$ cat config.mk
export PLATFORM = sky130hd
export DESIGN_NAME = pid_param_loader
export DESIGN_NICKNAME = d
export VERILOG_FILES = /design/src/rtl/pid_param_loader.sv
export SDC_FILE = /design/constraint.sdc
export NUM_CORES = 1
export LEC_CHECK = 0
export ABC_AREA = 1
export CORE_MARGIN = 2
export CORE_UTILIZATION = 40
export DETAILED_ROUTE_END_ITERATION = 8
export DONT_BUFFER_PORTS = 1
export MAX_ROUTING_LAYER = met4
export SYNTH_ARGS = -nofsm -noshare
export SYNTH_HDL_FRONTEND = slang
export SYNTH_SLANG_ARGS = --single-unit
$ cat constraint.sdc
create_clock -name clk -period 4.6 [get_ports clk]
set_input_delay 0.46 -clock clk [delete_from_list [all_inputs] [get_ports clk]]
set_output_delay 0.46 -clock clk [all_outputs]
set_load 0.02 [all_outputs]
$ cat src/rtl/pid_param_loader.sv
// Frame decoder and PID parameter bank fed by the SPI shifter: validates each
// 32-bit frame, writes shadow registers and commits them while the PID core is idle.
module pid_param_loader #(
    parameter int PW = 16
) (
    input  logic          clk,
    input  logic          reset,
    input  logic          cs,
    input  logic          sck,
    input  logic [31:0]   frame_in,
    input  logic          pid_busy,
    output logic [PW-1:0] setpoint,
    output logic [PW-1:0] kp,
    output logic [PW-1:0] ki,
    output logic [PW-1:0] kd,
    output logic          frame_ok,
    output logic          frame_err,
    output logic [7:0]    err_count,
    output logic          commit_pending
);

    typedef enum logic {IDLE, CHECK} state_t;

    state_t        state, state_nxt;
    logic          sck_q;
    logic          cs_q;
    logic [5:0]    bit_cnt;
    logic [31:0]   cap_frame;
    logic [5:0]    cap_cnt;
    logic          eof;
    logic          check_en;
    logic          valid;
    logic          op;
    logic [1:0]    addr;
    logic [15:0]   data;
    logic [7:0]    csum;
    logic [PW-1:0] shadow [4];

    assign eof  = cs & ~cs_q;
    assign op   = cap_frame[27];
    assign addr = cap_frame[25:24];
    assign data = cap_frame[23:8];
    assign csum = cap_frame[31:24] ^ cap_frame[23:16] ^ cap_frame[15:8];

    assign valid = (cap_cnt == 6'd32)
                && (cap_frame[31:28] == 4'b1010)
                && !cap_frame[26]
                && (cap_frame[7:0] == csum)
                && (!op || (addr == 2'd0 && data == 16'd0));

    // Bit counter saturates at 33 so any overlong frame still reads as "not 32".
    always_ff @(posedge clk) begin
        if (reset) begin
            sck_q     <= 1'b0;
            cs_q      <= 1'b1;
            bit_cnt   <= 6'd0;
            cap_frame <= 32'd0;
            cap_cnt   <= 6'd0;
        end else begin
            cs_q <= cs;
            if (cs) begin
                sck_q   <= 1'b0;
                bit_cnt <= 6'd0;
            end else begin
                sck_q <= sck;
                if (!sck && sck_q && bit_cnt != 6'd33)
                    bit_cnt <= bit_cnt + 6'd1;
            end
            if (eof) begin
                cap_frame <= frame_in;
                cap_cnt   <= bit_cnt;
            end
        end
    end

    always_ff @(posedge clk) begin
        if (reset) state <= IDLE;
        else       state <= state_nxt;
    end

    always_comb begin
        state_nxt = state;
        check_en  = 1'b0;
        case (state)
            IDLE:  if (eof) state_nxt = CHECK;
            CHECK: begin
                check_en  = 1'b1;
                state_nxt = IDLE;
            end
            default: state_nxt = IDLE;
        endcase
    end

    always_ff @(posedge clk) begin
        if (reset) begin
            frame_ok       <= 1'b0;
            frame_err      <= 1'b0;
            err_count      <= 8'd0;
            commit_pending <= 1'b0;
            setpoint       <= '0;
            kp             <= '0;
            ki             <= '0;
            kd             <= '0;
            for (int i = 0; i < 4; i++) shadow[i] <= '0;
        end else begin
            frame_ok  <= check_en & valid;
            frame_err <= check_en & ~valid;
            if (check_en && !valid && err_count != 8'hFF)
                err_count <= err_count + 8'd1;
            if (check_en && valid && !op)
                shadow[addr] <= data[PW-1:0];
            // Copy reads the pre-edge shadows; a same-edge write waits for the next commit.
            if (commit_pending && !pid_busy) begin
                setpoint       <= shadow[0];
                kp             <= shadow[1];
                ki             <= shadow[2];
                kd             <= shadow[3];
                commit_pending <= 1'b0;
            end
            // A fresh commit must survive a copy on the same edge.
            if (check_en && valid && op)
                commit_pending <= 1'b1;
        end
    end

endmodule

==> impl_results.md <==
* Layout cell share with drive strength beyond 1 at 0.07950
* Via count at 5237
* Initial Utilization at 0.4045
* Yosys cell types at 30
* Hold_ws at about 0.086 ns
* Syn avg cell area at 8.901 um2
* Largest net degree at the start of global routing at 65
* Crit-path max FO at 17
* Post-synth top flop: dfxtp_1
* Pleak at ~0.0031 uW
* Total gr overflow at 0
* CP Launch Type: flop
* Detailed placement HPWL at about 11000 um
* Final setup viols at 0
* Post-synthesis sequential area ratio at 0.6068
* Setup bufs post-CTS at 0
* First-pass GRT wire length at between 20000 and 30000 um
* PortBufs at 0
* Tot GR Track Use at 0.1870
* Data required time of the worst path at 4.66 ns
* Clk sink count at 186
* Cells after Synth at 808
* Max-Cap Viols at 0
* Die width at around 140 um
* Num ports at around 110
* N_diodes at 0
* TritonCTS buffer count at 17
* Max VDD drop at 0.0003019 V
* Power Dens Cells at between 400 and 500 mW/mm2
* RSZ-0062 raised after global routing: no
* Status: finished clean
* Max-slew violations at 0
* H-Tree Depth at 4
* Number of synthesized flops with an enable pin at 64
* Crit. Startpoint: cap_frame[18]$_SDFFE_PP0P_
* Number of global-route vias before repair at around 5000
* FF-to-FF End: shadow[1][14]$_SDFFCE_PN0P_
* HP Class: in2reg
* Crit Path Category: reg2reg
* Setup Skew at between 0.01 and 0.015 ns
* Core area at 0.01778 mm2
* Worst reg2reg startpoint: cap_frame[18]$_SDFFE_PP0P_
* Clk_lat worst skew at 0.43 ns
* CTS Root Cell: clkbuf_16
* Post-CTS Hold Buffers at 0
* Syn Nets at between 800 and 900
* Slew @ Worst Pin at 1.010 ns
* PostCTS Resize Cnt at 0
* CTS clk-pin slew, worst paths at around 0.07 ns
* DRT iter0 DRCs at just over 400
* Detail Route Antenna Nets at 0
* Via-to-Cell Ratio at around 5.1
* Synth warn at 0
* Die area at ~0.019 mm2
* Final nets at 832
* Worst R2R Setup Slack at between 1.5 and 2 ns
* R2r worst-path depth at 13
* Setup crit end: shadow[1][14]$_SDFFCE_PN0P_
* Mapped Area at just over 0.007 mm2
* FFs w/ async S/R, synth at 0
* CTS tree: built
* Fin crit period at 2.942 ns
* Critical Path AT at ~3.0 ns
* First-pass iteration count of the detailed router at 5
* Die Y at between 100 and 150 um
* Area Growth Syn to Fin at 10.44%
* Clock Tree Buf Depth at 2
* Post-route DRC violation count at 0
* RePlAce Congestion at ~0.88
* Fin crit share at 0.6396
* Fin util at 0.4467
* FP Rows at 49
* Worst slew margin at 0.3260
* CP Capture Type: flop
* Initial antenna violation count at 0
* Setup TNS at 0 ns
* Final Hold Vio Count at 0
* #FFs+latches synth at 186
* Fmax at between 0.3 and 0.4 GHz
* Per-cell routed wire length at 16.37 um
* Final wirelength at approximately 17000 um
## kinds of logic after synthesis
kind of cell               count (synthesis)  synth area share
and+or+nand+nor                          371            0.2237
adders and majority gates                  3          0.005220
xor gates and xnor gates                   7          0.008525
buffers and inverters                     92           0.05150
DFF                                      186            0.6068
AOI/OAI and AO/OA                        149            0.1042
## synthesized netlist by cell type (2+ instances only)
library cell	n	share of area
o21ai_0	104	0.072
xor2_1	4	0.0049
clkinv_1	2	0.0010
nor3_2	8	0.011
ha_1	3	0.0052
edfxtp_1	64	0.27
nand3_4	2	0.0049
buf_6	3	0.0047
inv_2	3	0.0016
a21oi_1	43	0.030
nand4_1	2	0.0017
nor2_1	196	0.10
xnor2_1	3	0.0037
dfxtp_1	122	0.34
buf_2	2	0.0014
nor3_1	25	0.017
nand3_1	32	0.022
nand2_1	85	0.044
clkbuf_1	33	0.017
nand2_2	3	0.0026
nor2_2	11	0.0096
nand3b_1	3	0.0031
inv_1	48	0.025
## area by class of cell
type                    count  area [um2]
fillers                  1781        9837
flip-flops and latches    186        4364
multi-input cells         530        2465
clock buffers              19       432.9
well taps                 229       286.5
inverters                  53       198.9
clock inverters            13       165.2
repair buffers              4       30.03
## state kept, by name, summed over array words and instances, names as in the netlist
register        cells
bit_cnt             6
cap_frame          32
cap_cnt             6
kd                 16
commit_pending      1
ki                 16
kp                 16
shadow             64
frame_err           1
frame_ok            1
err_count           8
setpoint           16
state               1
sck_q               1
cs_q                1
## report_power, final
group / internal (uW) / switching [uW]
sequential: 1730 / 21.2
combinational: 35.4 / 104
clock: 861 / 635
## critical path, cell delays in order (launching register included)
cell and delay (ns):
dfxtp_1 0.31, inv_1 0.32, nand2_1 0.12, nand2_1 0.09, nand2_1 0.07, nand3_1 0.07, nand2_1 0.06, nor2_1 0.09
nand2_1 0.10, nor2_4 0.19, nand3_4 0.12, nor2_2 0.22, nand3_4 0.25, nand2_1 0.57
## metrics by stage
stage                     instance area (um2)  setup WS (ns)  std cells  total power, uW
final                                    7943          1.658       1034             3391
after global routing                     7943          1.339       1034             3516
after CTS                                7943          1.631       1034             3427
after detailed placement                 7345          1.676       1002             1932
after global placement                   7345          1.637       1002             1931
after floorplan                          7192          2.182        808             1891
## placed cells by master (no fill, tap or decap), types with 2 or more instances in the layout
| cell | instances |
|---|---|
| nor2_1 | 195 |
| dfxtp_1 | 122 |
| o21ai_0 | 104 |
| nand2_1 | 85 |
| edfxtp_1 | 64 |
| inv_1 | 48 |
| a21oi_1 | 43 |
| nand3_1 | 32 |
| nor3_1 | 25 |
| clkbuf_16 | 17 |
| nor2_2 | 11 |
| nor3_2 | 8 |
| inv_2 | 4 |
| xor2_1 | 4 |
| buf_4 | 4 |
| nand3b_1 | 3 |
| nand2_2 | 3 |
| xnor2_1 | 3 |
| ha_1 | 3 |
| bufinv_16 | 3 |
| clkinvlp_4 | 3 |
| clkinv_2 | 3 |
| inv_6 | 3 |
| nor2_4 | 2 |
| nand3_4 | 2 |
| nand4_1 | 2 |
| clkbuf_1 | 2 |
## how the worst min path moves through the flow
stage,slack (ns),depth (start not counted),endpoint,startpoint
final,0.09,1,err_count[4]$_SDFFE_PP0P_,reset
after global routing,0.07,1,err_count[7]$_SDFFE_PP0P_,reset
after CTS,0.07,1,err_count[5]$_SDFFE_PP0P_,reset
after detailed placement,0.46,2,ki[7]$_SDFFE_PP0P_,shadow[2][7]$_SDFFCE_PN0P_
after global placement,0.46,2,kp[6]$_SDFFE_PP0P_,shadow[1][6]$_SDFFCE_PN0P_
after floorplan,0.44,2,cap_frame[4]$_SDFFE_PP0P_,cap_frame[4]$_SDFFE_PP0P_
## metal layers
layer  global-route usage  vias up  share of wire
li1                     -     2633              -
met3              0.05958       29          0.068
met1               0.2403     2430           0.45
met4              0.06767        0          0.023
met5                    -        -              0
met2               0.2788      145           0.46
Note: power is estimated with default switching activity, not from simulation.
